## config.mk

```make
export PLATFORM = sky130hd
export DESIGN_NAME = pipe_hazard_ctrl
export DESIGN_NICKNAME = d
export VERILOG_FILES = /design/src/rtl/pipe_hazard_ctrl.sv
export SDC_FILE = /design/constraint.sdc
export NUM_CORES = 1
export LEC_CHECK = 0
export CORE_MARGIN = 5
export CORE_UTILIZATION = 40
export CTS_CLUSTER_DIAMETER = 80
export DETAILED_ROUTE_END_ITERATION = 10
export DONT_BUFFER_PORTS = 1
export PLACE_DENSITY = 0.52
export SYNTH_ARGS = -nofsm -noshare
export SYNTH_HDL_FRONTEND = slang
export SYNTH_SLANG_ARGS = --single-unit
```

## constraint.sdc

```tcl
create_clock -name CLK -period 1.65 [get_ports CLK]
set_input_delay 0.2475 -clock CLK [delete_from_list [all_inputs] [get_ports CLK]]
set_output_delay 0.2475 -clock CLK [all_outputs]
set_load 0.01 [all_outputs]
```

## src/rtl/pipe_hazard_ctrl.sv

```systemverilog
// Hazard and pipeline-control unit for the 5-stage MIPS core.
// It detects load-use hazards between IF/ID and ID/EX, sequences the jr
// redirect penalty, and freezes the pipe while data memory is busy.
// It also keeps a saturating count of non-advancing cycles.
// All control outputs are combinational from the current state and inputs,
// so a load-use bubble takes effect in the cycle the hazard is seen.
module pipe_hazard_ctrl #(
    parameter int unsigned LOAD_STALL_CYC = 1,
    parameter int unsigned JR_PENALTY     = 2,
    parameter int unsigned CNT_W          = 16
) (
    input  logic             CLK,
    input  logic             nRST,
    input  logic [4:0]       IFID_OPCODE,
    input  logic [2:0]       IFID_R1_ADDR,
    input  logic [2:0]       IFID_R2_ADDR,
    input  logic [4:0]       IDEX_OPCODE,
    input  logic [2:0]       IDEX_RD_ADDR,
    input  logic             IDEX_VALID,
    input  logic             DMEM_REQ,
    input  logic             DMEM_ACK,
    output logic             PC_WE,
    output logic             IFID_WE,
    output logic             IFID_FLUSH,
    output logic             IDEX_BUBBLE,
    output logic             FREEZE,
    output logic             JR_TAKE,
    output logic             STALL,
    output logic [CNT_W-1:0] STALL_CNT
);

    localparam logic [4:0] OP_LOAD     = 5'b11010;
    localparam logic [4:0] OP_JR       = 5'b11000;
    localparam logic [2:0] LD_CNT_INIT = 3'(LOAD_STALL_CYC - 1);
    localparam logic [2:0] JR_CNT_INIT = 3'(JR_PENALTY);

    typedef enum logic [1:0] {
        ST_RUN      = 2'd0,
        ST_LD_STALL = 2'd1,
        ST_JR_WAIT  = 2'd2,
        ST_MEM_WAIT = 2'd3
    } state_t;

    state_t           state_r, state_nxt_s;
    state_t           ret_r, ret_nxt_s;
    logic [2:0]       cnt_r, cnt_nxt_s;
    logic [CNT_W-1:0] stall_cnt_r;

    logic lu_s, mw_s;
    logic pc_we_s, ifid_we_s, flush_s, bubble_s, freeze_s, take_s, stall_s;

    // Hazard conditions: load-use on a nonzero register, and memory wait.
    always_comb begin
        lu_s = IDEX_VALID && (IDEX_OPCODE == OP_LOAD) && (IDEX_RD_ADDR != 3'b000) &&
               ((IDEX_RD_ADDR == IFID_R1_ADDR) || (IDEX_RD_ADDR == IFID_R2_ADDR));
        mw_s = DMEM_REQ & ~DMEM_ACK;
    end

    // Next-state and control outputs; memory wait always wins, then the state's own action.
    always_comb begin
        state_nxt_s = state_r;
        ret_nxt_s   = ret_r;
        cnt_nxt_s   = cnt_r;
        pc_we_s     = 1'b1;
        ifid_we_s   = 1'b1;
        flush_s     = 1'b0;
        bubble_s    = 1'b0;
        freeze_s    = 1'b0;
        take_s      = 1'b0;
        stall_s     = 1'b0;
        case (state_r)
            ST_RUN: begin
                if (mw_s) begin
                    freeze_s    = 1'b1;
                    pc_we_s     = 1'b0;
                    ifid_we_s   = 1'b0;
                    stall_s     = 1'b1;
                    ret_nxt_s   = ST_RUN;
                    state_nxt_s = ST_MEM_WAIT;
                end else if (lu_s) begin
                    pc_we_s   = 1'b0;
                    ifid_we_s = 1'b0;
                    bubble_s  = 1'b1;
                    stall_s   = 1'b1;
                    cnt_nxt_s = LD_CNT_INIT;
                    if (LD_CNT_INIT != 3'd0) begin
                        state_nxt_s = ST_LD_STALL;
                    end else begin
                        state_nxt_s = ST_RUN;
                    end
                end else if (IFID_OPCODE == OP_JR) begin
                    cnt_nxt_s   = JR_CNT_INIT;
                    state_nxt_s = ST_JR_WAIT;
                end else begin
                    state_nxt_s = ST_RUN;
                end
            end
            ST_LD_STALL: begin
                if (mw_s) begin
                    freeze_s    = 1'b1;
                    pc_we_s     = 1'b0;
                    ifid_we_s   = 1'b0;
                    stall_s     = 1'b1;
                    ret_nxt_s   = ST_LD_STALL;
                    state_nxt_s = ST_MEM_WAIT;
                end else begin
                    pc_we_s   = 1'b0;
                    ifid_we_s = 1'b0;
                    bubble_s  = 1'b1;
                    stall_s   = 1'b1;
                    // cnt == 1 marks the last bubble; <= also recovers a stray zero.
                    if (cnt_r <= 3'd1) begin
                        cnt_nxt_s   = 3'd0;
                        state_nxt_s = ST_RUN;
                    end else begin
                        cnt_nxt_s = cnt_r - 3'd1;
                    end
                end
            end
            ST_JR_WAIT: begin
                if (mw_s) begin
                    freeze_s    = 1'b1;
                    pc_we_s     = 1'b0;
                    ifid_we_s   = 1'b0;
                    stall_s     = 1'b1;
                    ret_nxt_s   = ST_JR_WAIT;
                    state_nxt_s = ST_MEM_WAIT;
                end else begin
                    pc_we_s = 1'b0;
                    flush_s = 1'b1;
                    stall_s = 1'b1;
                    if (cnt_r <= 3'd1) begin
                        take_s      = 1'b1;
                        pc_we_s     = 1'b1;
                        cnt_nxt_s   = 3'd0;
                        state_nxt_s = ST_RUN;
                    end else begin
                        cnt_nxt_s = cnt_r - 3'd1;
                    end
                end
            end
            ST_MEM_WAIT: begin
                freeze_s  = 1'b1;
                pc_we_s   = 1'b0;
                ifid_we_s = 1'b0;
                stall_s   = 1'b1;
                if (!mw_s) begin
                    state_nxt_s = ret_r;
                end else begin
                    state_nxt_s = ST_MEM_WAIT;
                end
            end
            default: begin
                state_nxt_s = ST_RUN;
                ret_nxt_s   = ST_RUN;
                cnt_nxt_s   = 3'd0;
            end
        endcase
        // A frozen pipe must not flush, bubble or redirect.
        if (freeze_s) begin
            flush_s  = 1'b0;
            bubble_s = 1'b0;
            take_s   = 1'b0;
        end else begin
            flush_s  = flush_s;
            bubble_s = bubble_s;
            take_s   = take_s;
        end
    end

    // State, return state, sequence counter and saturating stall counter.
    always_ff @(posedge CLK or negedge nRST) begin
        if (!nRST) begin
            state_r     <= ST_RUN;
            ret_r       <= ST_RUN;
            cnt_r       <= 3'd0;
            stall_cnt_r <= '0;
        end else begin
            state_r <= state_nxt_s;
            ret_r   <= ret_nxt_s;
            cnt_r   <= cnt_nxt_s;
            if (stall_s && (stall_cnt_r != {CNT_W{1'b1}})) begin
                stall_cnt_r <= stall_cnt_r + {{(CNT_W-1){1'b0}}, 1'b1};
            end else begin
                stall_cnt_r <= stall_cnt_r;
            end
        end
    end

    // Drive outputs, all forced low while reset is asserted.
    always_comb begin
        if (nRST) begin
            PC_WE       = pc_we_s;
            IFID_WE     = ifid_we_s;
            IFID_FLUSH  = flush_s;
            IDEX_BUBBLE = bubble_s;
            FREEZE      = freeze_s;
            JR_TAKE     = take_s;
            STALL       = stall_s;
            STALL_CNT   = stall_cnt_r;
        end else begin
            PC_WE       = 1'b0;
            IFID_WE     = 1'b0;
            IFID_FLUSH  = 1'b0;
            IDEX_BUBBLE = 1'b0;
            FREEZE      = 1'b0;
            JR_TAKE     = 1'b0;
            STALL       = 1'b0;
            STALL_CNT   = '0;
        end
    end

endmodule
```

==> results_dict.tcl <==
set metrics [dict create \
    status "finished with violations" \
    violations "setup timing" \
    end_kind "primary output" \
    reg2reg_slack_ns 0.05 \
    ir_drop_uv 638 \
    vias_per_cell 5.30 \
    max_freq_ghz 0.560 \
    p_leak_nw 0.868 \
    yosysWarnings 0 \
    ys_seq_area_share_pct 37.4 \
    synth_edf_count 0 \
    place_congestion 0.769 \
    grt_pass1_wl_um 5830 \
    die_width_um 72 \
    period_share_pct 108 \
    avgRoutedWirePerCell_um 15.3 \
    synth.distinct_cells 36 \
    crit_end "PC_WE" \
    drt-total-wl_um 3860 \
    synthCells 172 \
    grt_usage_pct 14.1 \
    grt_max_degree 24 \
    cts_tree "yes" \
    cts_sinks 23 \
    fin_ws_ns -0.136 \
    finalSetupViolations 4 \
    cts_made_buffers 3 \
    antenna_left 0 \
    tightest_slew_ns 1.04 \
    r2r-end "cnt_r[2]" \
    dp_hpwl_um 2760 \
    cp.arrival_ns 1.54 \
    clock_path_buffers 2 \
    ios 47 \
    clk_pin_slew_ns 0.08 \
    cp.required_ns 1.40 \
    crit_start "cnt_r[0]" \
    clk_latency_ns 0.27 \
    power.density_nw_per_um2 1520 \
    cp_max_fo 4 \
    slew_viol_final 0 \
    remaining_drc_errors 0 \
    ys_async_sr_fraction_pct 100 \
    ys_ff_latch 23 \
    rows 22 \
    overflow 0 \
    layout_min_cycle_time_ns 1.79 \
    maxCapViolations 0 \
    chipHeight_um 72 \
    worst-setup-path-type "register to primary output" \
    slew_headroom_pct 30.5 \
    syn_avg_cell_area_um2 8.94 \
    antennaDiodeCount 0 \
    rr_startpoint "state_r[0]" \
    multiInputGateArea_um2 1060 \
    core_area_um2 3690 \
    seq_area_um2 576 \
    start_util_pct 41.7 \
    start_kind "register" \
    io_buffers 0 \
    via_count 1340 \
    num-nets-final 238 \
    ys.flop_type "dfrtp_1" \
    synthesis.area_um2 1540 \
    drive_above_1_share_pct 32.7 \
    tns_ns -0.230 \
    hold_violations 0 \
    drt-initial-drc-count 50 \
    dr.pass1.iters 4 \
    fillers 357 \
    syn_nets 204 \
    areaGrowthSynthToFinish_pct 32.2 \
    hold_class "input pin to register" \
    root_buffer "clkbuf_8" \
    rsz0062_at_grt "yes" \
    die_area_um2 5180 \
    skew_ns 0.00530 \
    pre_cts_slack_ns -0.129 \
    htreeDepth 1 \
    antenna_found_initial 0 \
    grt_pass1_vias 1289 \
    ff2ff_path_depth 7 \
]
## critical path, cell delays in order, from the launching register on
cell	delay [ns]
dfrtp_1	0.45
inv_1	0.14
a21oi_2	0.08
nor2_1	0.10
nand2_1	0.08
mux2_4	0.29
nor2_4	0.13
## metal layers
metal / track usage [%] / vias up / wire length, µm / share of wire (%)
met5: 0 / - / 0 / 0
met4: 5.01 / 0 / 68 / 1.8
met3: 2.35 / 7 / 109 / 2.8
met2: 24.0 / 22 / 1990 / 52
met1: 18.0 / 647 / 1690 / 44
li1: - / 664 / - / -
## registers in the layout, indices dropped and copies added (netlist names)
| register | flops |
|---|---|
| stall_cnt_r | 16 |
| state_r | 2 |
| ret_r | 2 |
| cnt_r | 3 |
## cells in the mapped netlist, types with 2 or more instances
library cell / count / area share [%]
nand4_1: 6 / 2.4
and2_1: 17 / 6.9
o21ai_0: 9 / 2.9
inv_1: 5 / 1.2
o21a_1: 2 / 0.98
xnor2_1: 8 / 4.6
nor2_1: 16 / 3.9
nor3_1: 9 / 2.9
nand3_1: 4 / 1.3
ha_1: 8 / 6.5
nand2_1: 16 / 3.9
xor2_1: 12 / 6.8
nand2b_1: 2 / 0.81
nor4_1: 4 / 1.6
dfrtp_1: 23 / 37
clkbuf_1: 3 / 0.73
a21oi_1: 5 / 1.6
nor2b_1: 3 / 1.2
o211ai_1: 2 / 0.98
nand4b_1: 2 / 1.1
## worst min path at each step
| stage | from | to | slack (ns) | cells past startpoint |
|---|---|---|---|---|
| 6_report | DMEM_REQ | ret_r[1] | 0.37 | 3 |
| 5_1_grt | IFID_OPCODE[3] | state_r[1] | 0.40 | 4 |
| 4_1_cts | IFID_OPCODE[3] | state_r[1] | 0.35 | 4 |
| 3_5_place_dp | nRST | stall_cnt_r[11] | -0.05 | 0 |
| 3_3_place_gp | nRST | stall_cnt_r[11] | -0.05 | 0 |
| 2_1_floorplan | nRST | cnt_r[0] | -0.05 | 0 |
## power breakdown
group / internal [mW] / total [mW] / switching [mW]
Combinational: 0.990 / 1.91 / 0.918
Sequential: 0.728 / 0.830 / 0.102
Clock: 0.173 / 0.358 / 0.185
## area by class of cell
type	count	share of cell area [%]
Clock buffer	4	2.22
Sequential cell	23	28.3
Inverter	5	0.923
Multi-Input combinational cell	140	52.1
Timing Repair Buffer	33	13.5
Tap cell	48	2.95
## through the flow
step	power, mW	hold slack, ns	util [%]	area, µm²	std cells
final	3.10	0.368	55.1	2030	253
after global routing	3.33	0.400	55.1	2030	253
after CTS	2.80	0.345	50.8	1870	247
after detailed placement	2.27	-0.0469	47.6	1760	240
after global placement	2.24	-0.0470	47.6	1760	240
after floorplan	1.73	-0.0481	-	1540	172
## cells by family after synthesis
kind of cell	count (synthesis)	share of synthesized area, %
and+or+nand+nor	84	29.2
AOI/OAI and AO/OA	27	12.0
DFF	23	37.4
xor gates and xnor gates	20	11.4
buffers and inverters	9	2.69
adders and majority gates	8	6.51
muxes	1	0.732
## repair_timing
action                                  in CTS  in global routing
hold buffers                                 1                  0
endpoints found under the setup margin       7                 19
buffers inserted                             2                  6
resized for setup                           15                 22
cloned                                       0                  0
pin swaps                                    0                  6
endpoints found under the hold margin       23                  0
## placed cells by master (no fill, tap or decap), types with 2 or more instances in the layout
| master | synthesis | final |
|---|---|---|
| nand4_1 | 6 | 6 |
| clkbuf_8 | 0 | 3 |
| o21ai_0 | 9 | 9 |
| nor3_1 | 9 | 8 |
| buf_4 | 0 | 28 |
| ha_1 | 8 | 3 |
| nor4_2 | 0 | 4 |
| nand2b_1 | 2 | 2 |
| nor2_1 | 16 | 12 |
| xor2_1 | 12 | 12 |
| nor2_4 | 0 | 2 |
| buf_6 | 1 | 3 |
| xnor2_1 | 8 | 8 |
| nor2b_1 | 3 | 2 |
| and2_1 | 17 | 17 |
| nand2_1 | 16 | 14 |
| ha_4 | 0 | 4 |
| nand4b_1 | 2 | 2 |
| inv_1 | 5 | 2 |
| nand2_2 | 0 | 2 |
| a21oi_2 | 0 | 2 |
| nand3_1 | 4 | 4 |
| dfrtp_1 | 23 | 23 |
| o211ai_1 | 2 | 2 |
| inv_2 | 0 | 3 |
| nor2_2 | 0 | 2 |
| a21oi_1 | 5 | 3 |
Power figures use the tool's default switching activity.
